[config.mk]
export PLATFORM = sky130hd
export DESIGN_NAME = bus_arbiter
export DESIGN_NICKNAME = d
export VERILOG_FILES = /design/src/rtl/bus_arbiter.sv
export SDC_FILE = /design/constraint.sdc
export NUM_CORES = 1
export LEC_CHECK = 0
export CORE_UTILIZATION = 34
export DETAILED_ROUTE_END_ITERATION = 10
export SYNTH_ARGS = -nofsm -noshare
export SYNTH_HDL_FRONTEND = slang
export SYNTH_SLANG_ARGS = --single-unit
[constraint.sdc]
create_clock -name clk -period 4.1 [get_ports clk]
set_input_delay 1.23 -clock clk [delete_from_list [all_inputs] [get_ports clk]]
set_output_delay 1.23 -clock clk [all_outputs]
set_load 0.1 [all_outputs]
[src/rtl/bus_arbiter.sv]
// Round-robin bus arbiter with a bounded hold time and one dead cycle
// between owners so that tri-state drivers never overlap.
module bus_arbiter #(
    parameter int NUM_REQ  = 4,
    parameter int MAX_HOLD = 16
) (
    input  logic                       clk,
    input  logic                       reset_n,
    input  logic [NUM_REQ-1:0]         req,
    output logic [NUM_REQ-1:0]         grant,
    output logic                       grant_valid,
    output logic [$clog2(NUM_REQ)-1:0] owner_id,
    output logic                       timeout_err,
    output logic                       busy
);

    localparam int IW = $clog2(NUM_REQ);

    typedef enum logic [1:0] {
        IDLE,
        GRANT,
        TURN
    } state_t;

    state_t             state_q, state_d;
    logic [IW-1:0]      rr_q, rr_d;
    logic [IW-1:0]      owner_q, owner_d;
    logic [7:0]         hold_q, hold_d;
    logic [NUM_REQ-1:0] pen_q, pen_d;
    logic [NUM_REQ-1:0] grant_q, grant_d;
    logic               tmo_q, tmo_d;

    logic [NUM_REQ-1:0] elig;
    logic               pick_found;
    logic [IW-1:0]      pick_idx;
    logic [IW-1:0]      pick_next;
    logic [IW:0]        scan;

    assign elig = req & ~pen_q;

    // First eligible requester at or above rr_q, wrapping around.
    always_comb begin
        pick_found = 1'b0;
        pick_idx   = '0;
        scan       = '0;
        for (int off = 0; off < NUM_REQ; off++) begin
            scan = {1'b0, rr_q} + (IW+1)'(off);
            if (scan >= (IW+1)'(NUM_REQ)) begin
                scan = scan - (IW+1)'(NUM_REQ);
            end
            if (!pick_found && elig[scan[IW-1:0]]) begin
                pick_found = 1'b1;
                pick_idx   = scan[IW-1:0];
            end
        end
    end

    assign pick_next = (pick_idx == IW'(NUM_REQ-1)) ? '0 : pick_idx + 1'b1;

    always_comb begin
        state_d = state_q;
        grant_d = grant_q;
        owner_d = owner_q;
        hold_d  = hold_q;
        rr_d    = rr_q;
        tmo_d   = 1'b0;
        pen_d   = pen_q & req;
        unique case (state_q)
            IDLE, TURN: begin
                if (pick_found) begin
                    state_d = GRANT;
                    grant_d = NUM_REQ'(1) << pick_idx;
                    owner_d = pick_idx;
                    hold_d  = '0;
                    rr_d    = pick_next;
                end else begin
                    state_d = IDLE;
                    grant_d = '0;
                    owner_d = '0;
                end
            end
            GRANT: begin
                // A release in the last allowed cycle wins over the timeout.
                if (!req[owner_q]) begin
                    state_d = TURN;
                    grant_d = '0;
                    owner_d = '0;
                    hold_d  = '0;
                end else if (hold_q == 8'(MAX_HOLD-1)) begin
                    state_d        = TURN;
                    grant_d        = '0;
                    owner_d        = '0;
                    hold_d         = '0;
                    tmo_d          = 1'b1;
                    pen_d[owner_q] = 1'b1;
                end else begin
                    hold_d = hold_q + 8'd1;
                end
            end
            default: begin
                state_d = IDLE;
                grant_d = '0;
                owner_d = '0;
                hold_d  = '0;
            end
        endcase
    end

    always_ff @(posedge clk or negedge reset_n) begin
        if (!reset_n) begin
            state_q <= IDLE;
            grant_q <= '0;
            owner_q <= '0;
            hold_q  <= '0;
            rr_q    <= '0;
            pen_q   <= '0;
            tmo_q   <= 1'b0;
        end else begin
            state_q <= state_d;
            grant_q <= grant_d;
            owner_q <= owner_d;
            hold_q  <= hold_d;
            rr_q    <= rr_d;
            pen_q   <= pen_d;
            tmo_q   <= tmo_d;
        end
    end

    assign grant       = grant_q;
    assign grant_valid = |grant_q;
    assign owner_id    = owner_q;
    assign timeout_err = tmo_q;
    assign busy        = (state_q != IDLE);

endmodule
== Word-level counts from Yosys, hierarchy flattened ==
Cells that the tools add are included.
Operators by class
  add/subtract/negate cells: 9
  $lt $le $gt $ge: 10
  equal/unequal tests: 6
  shifts and indexed selects: 1
  muxes and demuxes: 47
  bitwise operators: 4
  reductions and logical operators: 12
Operators by type and width (number)
  2-bit 2-to-1 mux: 14
  4-bit 2-to-1 mux: 6
  8-bit 2-to-1 mux: 3
  8-bit case mux with 2 select lines: 1
  2-bit by 3-bit < comparator with 1-bit output (second input constant): 5
  1-bit 2-to-1 mux: 14
  1-bit binary-select mux with 2-bit select: 5
  3-bit greater-or-equal comparator (second input constant): 3
  8-bit by 1-bit adder with 8-bit output (second input constant): 1
  4-bit bitwise AND: 2
  8-bit by 4-bit == test with 1-bit output (second input constant): 1
  2-bit case mux with 2 select lines: 2
  4-bit case mux with 2 select lines: 1
  2-bit by 1-bit subtractor with 2-bit output (second input constant): 4
  2-bit by 2-bit adder with 3-bit output (second input constant): 2
  2-bit == test (second input constant): 2
  1-bit logical AND: 4
  4-bit NOT: 1
  4-bit OR: 1
  4-bit OR reduction: 1
  1-bit by 2-bit << shifter with 4-bit output (first input constant): 1
  2-bit by 1-bit adder with 3-bit output (second input constant): 1
  2-bit by 3-bit greater-or-equal comparator with 1-bit output (second input constant): 1
  1-bit logical NOT: 3
  other kinds (10): 10
Storage, ports and cells
  flip-flop bits (word level): 23
  bits of input ports: 6
  output and inout port bits: 9
  logic and storage cells: 96

== Depth between registers and ports, before layout ==
Gate-level depths: netlist of the first run.
  word-level depth: 17
  mapped depth: 6
  gate-level depth less buffers: 6

== Least setup slack after synthesis of the first run ==
Ideal clock, no wire load.
  path type: reg2out
  start: register grant_q[1] (netlist: grant[1])
  end: output port grant_valid
  arrival: 1.816 ns
  required time: 2.870 ns
  path slack: 1.054 ns
  stages on the path, launching flop included: 2
  cell sequence: dfrtp_1 or4_1
Between the ends
  word-level cells in the longest chain between the ends: 1
Ends and longest elaborated chain
  start, declared: RTL line 30  | logic [NUM_REQ-1:0] grant_q, grant_d;
  start signal, assigned: RTL line 120  | grant_q <= grant_d;
  4-bit OR reduction: RTL line 130  | assign grant_valid = |grant_q;
  end, declared: RTL line 11  | output logic grant_valid,
No other way between the ends.

== Worst setup path in the final report of the first run ==
Same ends and word-level chain as after synthesis.

==> metrics, run 1 <==
Setup Fix Bufs, Post-CTS=0; total power draw=0.00108 W; H-tree depth=1; Clk Latency, worst-skew pair=300 ps; critical path fanouts, max=3; post-detail-place hpwl=1820 um; dpl ws=744 ps; crit-path leading delay family=buffers and inverters; proportion of layout cells with a drive suffix above 1=0.133; instance count on the critical path=2; sequential share of the synthesized area=0.461; CTS Buf Count=3; number of enable flip-flop cells after synthesis=0; Placed Area=1430 um^2; total gr overflow=0; routability cong.=0.812; Initial Util=0.365; Final Setup Violations=0; TritonCTS clock tree=built; Die H=62.6 um; YS warnings=0; syn_nets=123; Clock transition at path regs=120 ps; Relative slew margins=0.292; max-slew violations=0; peak supply drop=279 uV; r2r endpoint=grant[2]; Core Util, Final=0.425; crit path buf inv count=1; Mapped Area=1250 um^2; Hold Path Depth=1; vias in the first global route=955; core area=3420 um^2; Min-Delay Path Class=flop to flop; Top FF cell, synth=dfrtp_1; Crit. Startpoint=grant[1]; per-cell routed wire length=14.7 um; status=completed; Crit path largest cell delay=980 ps; All-Layer GR Usage=0.147; r2r setup slk=2060 ps; post-route ant nets=0; final routed DRC violation total=0; drt pass-1 iters=4; n_diodes=0; top area cells in the synthesized netlist=dfrtp_1 (46%), a22o_1 (5.6%), ha_1 (5.0%); Startpoint Class=flop; NumNets Final=140; row count=21; critical path cell sequence=or4_1 > clkdlybuf4s50_1; Hold EP=state_q[1]; asr flop ratio synth=1.00; CP endpoint kind=output pin; synth unique cells=41; slowest CP cell=clkdlybuf4s50_1; WP data required=2870 ps; syn_area_per_cell=11.1 um^2; Post-CTS Resized=0; Max-Cap Viols=0; io pins=15; P&R area growth vs syn=16.3%; Worst EP arrival=2210 ps; Final min period=3440 ps; Hold Fails Final Rpt=0; Root Driver=clkbuf_4; Max Clk Rate=0.290 GHz; width of the die=62.6 um; Sink Count=23; leak pwr=0.640 nW; Final Skew=3.69 ps; Setup Total Neg Slack=0 ps; largest net degree at the start of global routing=24; hold_buf cts=0; synth cell count leaders=dfrtp_1 (23), a22o_1 (8); port bufs=14; most frequent cell after synthesis=dfrtp_1; Cell Pwr Density=746 nW/um^2; setup ws final=658 ps; worst-margin pin slew=1060 ps; via count=936; DRT iter0 DRCs=62; reg2reg path depth=6; via-per-instance ratio=5.38; final wirelength=2560 um; Yosys top cell by area=dfrtp_1; global-route wire length before repair=4510 um; cells after synthesis=112; Reg-to-Reg Start=pen_q[2]; initial antenna violation count=0; Max clock buf depth=2; RSZ-0062 raised after global routing=no; hold path start=state_q[1]; die footprint=3920 um^2; design area=1450 um^2; top cell type's share of synthesized area=0.461; Final Cycle Share=0.840; FF+latch count, synth=23; crit path kind=flop to output pin
==> sequential cells by signal (all words and copies together), names as in the netlist <==
register,count
timeout_err,1
state_q,2
owner_id,2
grant,4
rr_q,2
pen_q,4
hold_q,8
==> layer usage <==
layer / wire, um / global-route usage / share of wire
met1: 1280 / 0.198 / 0.50
met2: 1170 / 0.227 / 0.46
met3: 81 / 0.0237 / 0.032
met4: 28 / 0.0727 / 0.011
met5: 0 / 0 / 0
==> power breakdown <==
part / internal (W) / total, W / switching, W
sequential: 0.000281 / 0.000352 / 0.0000715
combinational: 0.000175 / 0.000626 / 0.000451
clock: 0.0000379 / 0.000105 / 0.0000674
==> worst register-to-register path, cell delays in order (launching register included) <==
cell and delay [ps]:
dfrtp_1 370, nand2b_1 220, mux2i_1 110, a211oi_1 620
inv_1 170, ha_1 240, a22o_1 210
==> cell type report <==
| type | count | area, um^2 |
|---|---|---|
| well taps | 46 | 57.6 |
| multi-input cells | 83 | 642 |
| repair buffers | 14 | 135 |
| fillers | 328 | 1960 |
| flip-flops and latches | 23 | 576 |
| clock buffers | 4 | 26.3 |
| inverters | 4 | 15.0 |
==> cells in the final DEF (no fill, tap or decap), types with 2 or more instances in the layout <==
cell              n
mux2_2            2
a211oi_1          3
or2_2             3
o21ai_0           5
nand2_1           5
a31oi_1           2
mux2i_1           3
a21o_1            2
ha_1              5
a21oi_1           4
clkbuf_4          3
or3_1             2
and3_1            2
nor2b_1           3
a32o_1            2
inv_1             4
a22o_1            8
nand2b_1          5
clkdlybuf4s50_1  12
dfrtp_1          23
nand3_1           2
nor2_1            5
buf_4             2
nand3b_1          2
==> how the worst max path moves through the flow <==
| stage | to | slack (ps) |
|---|---|---|
| floorplan | grant_valid | 1050 |
| global placement | rr_q[1] | 830 |
| detailed placement | grant[2] | 740 |
| CTS | grant_valid | 650 |
| global route | grant_valid | 580 |
| finish | grant_valid | 660 |
==> logic make-up after synthesis <==
family / count (synthesis) / share of synthesized area
AO/OA/AOI/OAI: 32 / 0.202
adder cells (fa/ha/maj): 5 / 0.0502
buffers and inverters: 6 / 0.0241
flip-flops: 23 / 0.461
multiplexers: 5 / 0.0421
AND/OR/NAND/NOR: 41 / 0.221
==> stage by stage <==
step	hold slack, ps	instances
floorplan	429	112
global placement	457	170
detailed placement	474	170
CTS	494	174
global route	520	174
finish	497	174
(Power assumes the default switching activity.)
==> inputs of run 2 (changes only) <==
==> constraint.sdc (replaced) <==
create_clock -name clk -period 3.2 [get_ports clk]
set_input_delay 0.96 -clock clk [delete_from_list [all_inputs] [get_ports clk]]
set_output_delay 0.96 -clock clk [all_outputs]
set_load 0.1 [all_outputs]
==> run 2 against run 1 <==
Compared with the run above:
- non-clock buffer count rose by 3
- global-route usage shrank 0.22 points
- core utilization is 0.15 points higher
- register-to-register slack worse by 700 ps
- via count shrank 0.21%
- clock power grew 24%
- design area is 0.35% higher
- largest power group unchanged
- die area is the same
- combinational power up 27%
- clock skew fell by 0.68 ps
- critical endpoint is now rr_q[1]
- largest cell class unchanged
==> metrics, run 2 (same netlist as run 1, synthesis figures left out) <==
status=completed; Post-CTS Resized=0; Worst EP arrival=2660 ps; Startpoint Class=primary input; Initial Util=0.365; final wirelength=2450 um; leak pwr=0.665 nW; reg2reg path depth=4; Setup Fix Bufs, Post-CTS=0; per-cell routed wire length=13.8 um; commonest non-fill, non-tap cell in the layout=dfrtp_1; DRT iter0 DRCs=49; Relative slew margins=0.625; Die H=62.6 um; max FFs per register=8; Clk Latency, worst-skew pair=300 ps; RSZ-0062 raised after global routing=no; vias in the first global route=966; Clock power frac=0.095; Min-Delay Path Class=flop to flop; drt pass-1 iters=4; n_diodes=0; port bufs=14; peak supply drop=336 uV; H-tree depth=1; Hold Fails Final Rpt=0; post-detail-place hpwl=1820 um; P&R area growth vs syn=16.8%; instance count on the critical path=7; NetSw=0.000742 W; filler instances=331; Comb power frac=0.580; Max clock buf depth=2; total gr overflow=0; post-route ant nets=0; via count=934; largest net degree at the start of global routing=24; Sink Count=23; Final Cycle Share=0.770; crit-path leading delay family=buffers and inverters; max-slew violations=0; io pins=15; core area=3420 um^2; die footprint=3920 um^2; Final Skew=3.01 ps; critical path fanouts, max=5; via-per-instance ratio=5.28; proportion of layout cells with a drive suffix above 1=0.206; NumNets Final=143; initial antenna violation count=0; total power draw=0.00137 W; Internal=0.000632 W; Seq pwr share=0.325; hold_buf cts=0; TritonCTS clock tree=built; most frequent cells in the layout=dfrtp_1 (23), buf_4 (12), a22o_1 (8); row count=21; Biggest register=hold_q; final routed DRC violation total=0; CTS Buf Count=3; Crit path largest cell delay=520 ps; sw frac=0.540; Setup Total Neg Slack=0 ps; crit path buf inv count=2; All-Layer GR Usage=0.145; Max Clk Rate=0.406 GHz; slowest CP cell=clkdlybuf4s50_1; Final min period=2460 ps; critical path cell sequence=clkdlybuf4s50_1 > nor2b_1 > a21oi_1 > a211oi_1 > buf_4 > ha_1 > mux2_2; width of the die=62.6 um; WP data required=3400 ps; routability cong.=0.781; Clock transition at path regs=120 ps; Cell Pwr Density=944 nW/um^2; Hold Path Depth=1; Max-Cap Viols=0; Final Setup Violations=0; Root Driver=clkbuf_4; worst-margin pin slew=562 ps; CP endpoint kind=flop; global-route wire length before repair=4510 um; crit path kind=primary input to flop
[run 2: changes by cell type in the layout (fill, tap and decap cells not counted)]
| cell | before | now |
|---|---|---|
| clkdlybuf4s50_1 | 12 | 5 |
| buf_4 | 2 | 12 |
[run 2: power by group through the flow]
stage	Clock (W)	Combinational, W	Sequential [W]
5_1_grt	0.000154	0.000844	0.000462
3_3_place_gp	0	0.000799	0.000452
6_report	0.000130	0.000798	0.000446
4_1_cts	0.000137	0.000805	0.000447
3_5_place_dp	0	0.000803	0.000452
2_1_floorplan	0	0.000430	0.000654
[run 2: final timing paths]
path	start	end	slack, ps
setup / recovery	req[1]	rr_q[1]	740
hold / removal	state_q[1]	state_q[1]	470
setup reg to reg	owner_id[0]	hold_q[0]	1360
hold reg to reg	state_q[1]	state_q[1]	470
max in group asynchronous	reset_n	owner_id[0]	1960
min in group asynchronous	reset_n	timeout_err	1000
[run 2: stage by stage]
stage	worst slack, ps	instance area [um^2]	hold WS, ps	util	std cells
4_1_cts	719	1460	476	0.426	177
2_1_floorplan	424	1250	429	-	112
3_3_place_gp	400	1430	457	0.419	173
3_5_place_dp	400	1430	459	0.419	173
6_report	735	1460	475	0.426	177
5_1_grt	611	1460	504	0.426	177
[run 2: cell type report]
class / count / area, um^2 / area share
well taps: 46 / 57.6 / 0.0395
flip-flops and latches: 23 / 576 / 0.395
multi-input cells: 83 / 642 / 0.441
repair buffers: 17 / 140 / 0.0962
clock buffers: 4 / 26.3 / 0.0180
inverters: 4 / 15.0 / 0.0103
[run 2: layer usage]
metal,routed length (um),vias to the layer above,GRT usage
li1,-,460,-
met1,1140,448,0.193
met2,1180,24,0.230
met3,101,2,0.0219
met4,30,0,0.0669
met5,0,-,0
==> variant 1, RTL diff (flow settings as in run 1) <==
Put one more register stage on the output `timeout_err`, without a reset. The value now appears one clock later. The other outputs are not delayed to match.
--- a/src/rtl/bus_arbiter.sv
+++ b/src/rtl/bus_arbiter.sv
@@ -131,3 +131,5 @@
     assign owner_id    = owner_q;
-    assign timeout_err = tmo_q;
+    always_ff @(posedge clk) begin
+        timeout_err <= tmo_q;
+    end
     assign busy        = (state_q != IDLE);
Function: no difference found for any inputs over 10 cycles, from zero or initial values and one cycle with reset_n low; that may be too few to reach the edited logic, so the function may still have changed.
==> variant 1 against run 1 <==
  * Design area is 0.43% lower
  * Synthesized area is 0.50% lower
  * First-iteration DRC count is 45% lower
  * Register-to-register slack better by 0.10 ns
  * Global-route usage is 1.8 points lower
  * Synthesized cell count is 1.8% lower
  * Wire length is 7.8% lower
  * Sequential cell count is 1 higher
  * Core utilization is 0.18 points lower
  * Combinational power is 0.6% higher
  * Worst setup slack worse by 0.027 ns
  * Total power is 3.4% higher
  * Critical path depth stayed put
  * Maximum frequency is 0.78% lower
  * Critical endpoint unchanged
  * Highest routed layer unchanged
==> variant 1: results (changes against run 1) <==
status: "complete, no violations"
crit_end: "grant_valid"
drt-pass1-iter-count: 4  # unchanged
reg2reg_depth: 5  # -1
clock_area_share_pct: 2.51  # +0.70 points
grt_pass1_wl_microns: 4010  # -11%
wl_microns: 2360  # -7.8%
seq_share_pct: 41.2  # +1.6 points
gp_congestion: 0.791  # -2.7%
post_cts_buffers: 0  # unchanged
drt_iter0_markers: 34  # -45%
ys_ff_latch: 24  # +4.3%
multi_input_area_sq_um: 604  # -5.8%
antenna_found_initial: 0  # unchanged
min_period_ns: 3.47  # +0.0270 ns
reg2reg_to: "rr_q[1]$_DFFE_PN0P_"
synthCells: 110  # -1.8%
timing.rr.start: "pen_q[2]$_DFF_PN0_"
n_all_buffers: 14  # unchanged
fin_hold_ws_ns: 0.366  # -0.131 ns
multi_input_cells: 78  # -6.0%
worstPathArrival_ns: 2.24  # +0.03 ns
max-clock-path-buffers: 2  # unchanged
drive_gt1_share_pct: 12.0  # -1.3 points
p_leak_nw: 0.653  # +2.0%
syn_nets: 121  # -1.6%
fin_cells: 171  # -1.7%
portBuffers: 14  # unchanged
finalClockSkew_ns: 0.00629  # +0.00260 ns
yosysSeqAreaShare_pct: 48.0  # +1.8 points
peakVddDrop_uv: 717  # +160%
synth_area_leaders: "dfrtp_1 (46%), a22o_1 (6.4%), ha_1 (5.0%)"
critical_path.max_fanout: 3  # unchanged
max_stage_delay_ns: 0.98  # about the same
r2r_slack_ns: 2.16  # +0.10 ns
ys_top_cells_by_count: "dfrtp_1 (23), a22o_1 (9), nand2b_1 (6), nor2_1 (6)"
dp_hpwl_microns: 1670  # -8.6%
cts-htree-levels: 1  # unchanged
grt_use_total_pct: 12.9  # -1.8 points
async_flop_share_pct: 95.8  # -4.2 points
inverters: 5  # +1
n_antenna_cell: 0  # unchanged
clk_latency_ns: 0.32  # +0.02 ns
num-nets-final: 137  # -2.1%
path_clk_slew_ns: 0.13
worst_pin_slew_ns: 1.06  # -0.00319 ns
vias_per_cell: 5.32  # -1.2%
dp_slack_ns: 0.859  # +0.115 ns
largest_register_ffs: 8  # unchanged
dieArea_sq_um: 3900  # -0.48%
placed_cell_area_sq_um: 1410  # -1.1%
switching_share_pct: 53.0  # -1.4 points
n_fill_cell: 336  # +2.4%
buf_share_pct: 9.18  # -0.13 points
yosysWarnings: 0  # unchanged
grt_pass1_vias: 820  # -14%
utilization_pct: 42.3  # -0.18 points
[variant 1: cells by family (layout without fill, tap and decap cells)]
group / count (synthesis) / count (layout) / share of synthesized area, %
adder cells (fa/ha/maj): 5 / 5 / 5.04
AO/OA/AOI/OAI: 29 / 29 / 20.5
flip-flops: 24 / 24 / 48.0
AND/OR/NAND/NOR: 38 / 38 / 18.2
multiplexers: 5 / 5 / 4.23
XOR/XNOR: 1 / 1 / 0.706
buffers and inverters: 8 / 23 / 3.33
[variant 1: worst min-delay path by stage]
stage / from / end / cells past startpoint
after floorplan: tmo_q$_DFF_PN0_ / timeout_err$_DFF_P_ / 0
after detailed placement: tmo_q$_DFF_PN0_ / timeout_err$_DFF_P_ / 0
after CTS: tmo_q$_DFF_PN0_ / timeout_err$_DFF_P_ / 0
after global routing: tmo_q$_DFF_PN0_ / timeout_err$_DFF_P_ / 0
final: tmo_q$_DFF_PN0_ / timeout_err$_DFF_P_ / 0
after global placement: tmo_q$_DFF_PN0_ / timeout_err$_DFF_P_ / 0
[variant 1: power by group through the flow]
| stage | clock (W) | combinational (W) | sequential (W) |
|---|---|---|---|
| final | 0.000126 | 0.000630 | 0.000364 |
| after global placement | 0 | 0.000629 | 0.000366 |
| after floorplan | 0 | 0.000359 | 0.000515 |
| after detailed placement | 0 | 0.000631 | 0.000368 |
| after CTS | 0.000131 | 0.000633 | 0.000364 |
| after global routing | 0.000140 | 0.000662 | 0.000375 |
[variant 1: routing by layer]
metal | global-route usage (%) | vias up | share of wire (%)
met5 | 0 | - | 0
met4 | 3.49 | 0 | 0.81
met3 | 3.28 | 2 | 3.8
met2 | 18.8 | 20 | 42
met1 | 18.8 | 446 | 53
li1 | - | 441 | -
==> variant 2, RTL diff (config.mk and constraints of run 1) <==
Made on the original files. Change the parameter `NUM_REQ` from 4 to 8.
--- a/src/rtl/bus_arbiter.sv
+++ b/src/rtl/bus_arbiter.sv
@@ -3,3 +3,3 @@
 module bus_arbiter #(
-    parameter int NUM_REQ  = 4,
+    parameter int NUM_REQ  = 8,
     parameter int MAX_HOLD = 16
Ports: changed (resized grant, owner_id and req); port bits go from 15 to 24. No check against the original RTL was run, so the function may have changed too.
==> variant 2 against run 1 <==
  * Core utilization grew 6.7 points
  * Critical path depth grew 10
  * Die area grew 110%
  * Worst setup slack lost 0.56 ns
  * Synthesized cell count grew 150%
  * Wire length grew to 3.2 times the old value
  * Maximum frequency shrank 14%
  * Design area grew to 2.6 times the old value
  * Synthesized area grew 120%
  * Sequential cell count grew 10
  * Non-clock buffer count grew 84
  * Critical path type is now input port to flop
Power is not shown: default switching activity piles up to over one toggle a cycle in this logic, so the estimate is an artifact.
==> variant 2: results (changes against run 1) <==
synth.distinct_cells: 56  # +37%
ys_top_cells_by_count: "nand2_1 (37), dfrtp_1 (33), o21ai_0 (17)"
hp-start: "hold_q[7]$_DFFE_PN0P_"
dp_slack_ns: -0.510  # -1.25 ns
die_w_microns: 91.2  # +46%
cts_buffers: 5  # +2
portBuffers: 23  # +9
async_flop_share_pct: 100  # unchanged
synth_area_leaders: "dfrtp_1 (31%), mux4_2 (12%), mux2i_1 (5.6%)"
num-nets-final: 393  # +180%
n_fill_cell: 699  # +110%
timing.rr.start: "rr_q[1]$_DFFE_PN0P_"
worstPathArrival_ns: 4.18  # +1.97 ns
max-clock-path-buffers: 2  # unchanged
r2r_slack_ns: 0.60  # -1.46 ns
drive_gt1_share_pct: 35.0  # +22 points
cts_root_buffer: "clkbuf_8"
status: "complete, no violations"
grt_pass1_wl_microns: 13600  # +200%
clk_latency_ns: 0.29
yosys_most_used_dff: "dfrtp_1"
cts-htree-levels: 2  # +1
finalClockSkew_ns: 0.00886  # +0.00517 ns
yosysWarnings: 0  # unchanged
worst_pin_slew_ns: 0.978  # -0.0810 ns
wire_per_inst_microns: 17.3  # +18%
reg2reg_depth: 11  # +5
antenna_found_initial: 0  # unchanged
path_clk_slew_ns: 0.07  # -0.05 ns
hold_path_class: "flop to flop"
gp_congestion: 0.915  # +13%
drt_iter0_markers: 189  # +200%
yosysSeqAreaShare_pct: 30.5  # -16 points
drt-pass1-iter-count: 4  # unchanged
critical_path.max_fanout: 5  # +2
dp_hpwl_microns: 6190  # +240%
worstHoldPathCells: 1  # unchanged
worstHoldEndpoint: "hold_q[7]$_DFFE_PN0P_"
grt_max_degree: 34  # +42%
reg2reg_to: "grant[1]$_DFFE_PN0P_"
n_antenna_cell: 0  # unchanged
grt_pass1_vias: 2739  # +190%
vias_per_cell: 5.68  # +5.7%
grt_use_total_pct: 20.6  # +5.9 points
syn_nets: 298  # +140%
variant 2: layout make-up:
cell class | count | area share, %
multi-input combinational | 228 | 50.9
sequential | 33 | 21.7
timing repair buffer | 98 | 21.0
tap | 102 | 3.36
clock buffer | 7 | 2.27
inverter | 8 | 0.791
variant 2: layer usage:
| metal | track usage, % | wire [microns] | up-vias |
|---|---|---|---|
| met4 | 8.99 | 253 | 0 |
| met3 | 3.52 | 277 | 22 |
| met1 | 25.8 | 3560 | 1355 |
| li1 | - | - | 1266 |
| met2 | 34.8 | 4160 | 63 |
| met5 | 0 | 0 | - |
variant 2: cells by family (layout without fill, tap and decap cells):
group	Yosys count	count (layout)	share of synthesized area [%]
compound gates	74	74	20.4
xor+xnor	3	3	1.25
fa+ha+maj	9	9	4.16
buf+inv	18	113	3.42
flops	33	33	30.5
mux	33	33	19.4
simple gates	109	109	20.8
variant 2: worst max-delay path: stages:
cell and delay (ns):
dlygate4sd2_1 0.26, nor2b_2 0.18, mux4_2 0.49, and2_4 0.18
or4_4 0.58, nor3_4 0.21, a22oi_2 0.09, buf_4 0.15
or2_4 0.25, ha_2 0.19, and2_1 0.13, a32o_1 0.25
variant 2: what timing repair did:
action                     CTS  global route
buffers inserted             4             1
setup endpoints to repair    9            13
resized for setup           26            13
pin swaps                    5             6
variant 2: metrics by stage:
step / std cells / setup TNS, ns / hold WS (ns) / instance area [sq um]
after floorplan: 279 / 0 / 0.452 / 2710
after global placement: 464 / -4.64 / 0.490 / 3530
after detailed placement: 464 / -5.53 / 0.483 / 3530
after CTS: 475 / 0 / 0.497 / 3740
after global routing: 476 / 0 / 0.507 / 3800
final: 476 / 0 / 0.500 / 3800
variant 2: how the worst max path moves through the flow:
stage | from | end | slack (ns) | depth (start not counted)
after detailed placement | req[1] | grant[6]$_DFFE_PN0P_ | -0.51 | 11
after global routing | req[5] | grant[1]$_DFFE_PN0P_ | 0.008 | 12
after floorplan | req[1] | grant[6]$_DFFE_PN0P_ | 0.02 | 11
final | req[4] | grant[1]$_DFFE_PN0P_ | 0.1 | 12
after CTS | req[3] | grant[1]$_DFFE_PN0P_ | 0.004 | 13
after global placement | req[0] | grant[6]$_DFFE_PN0P_ | -0.42 | 11
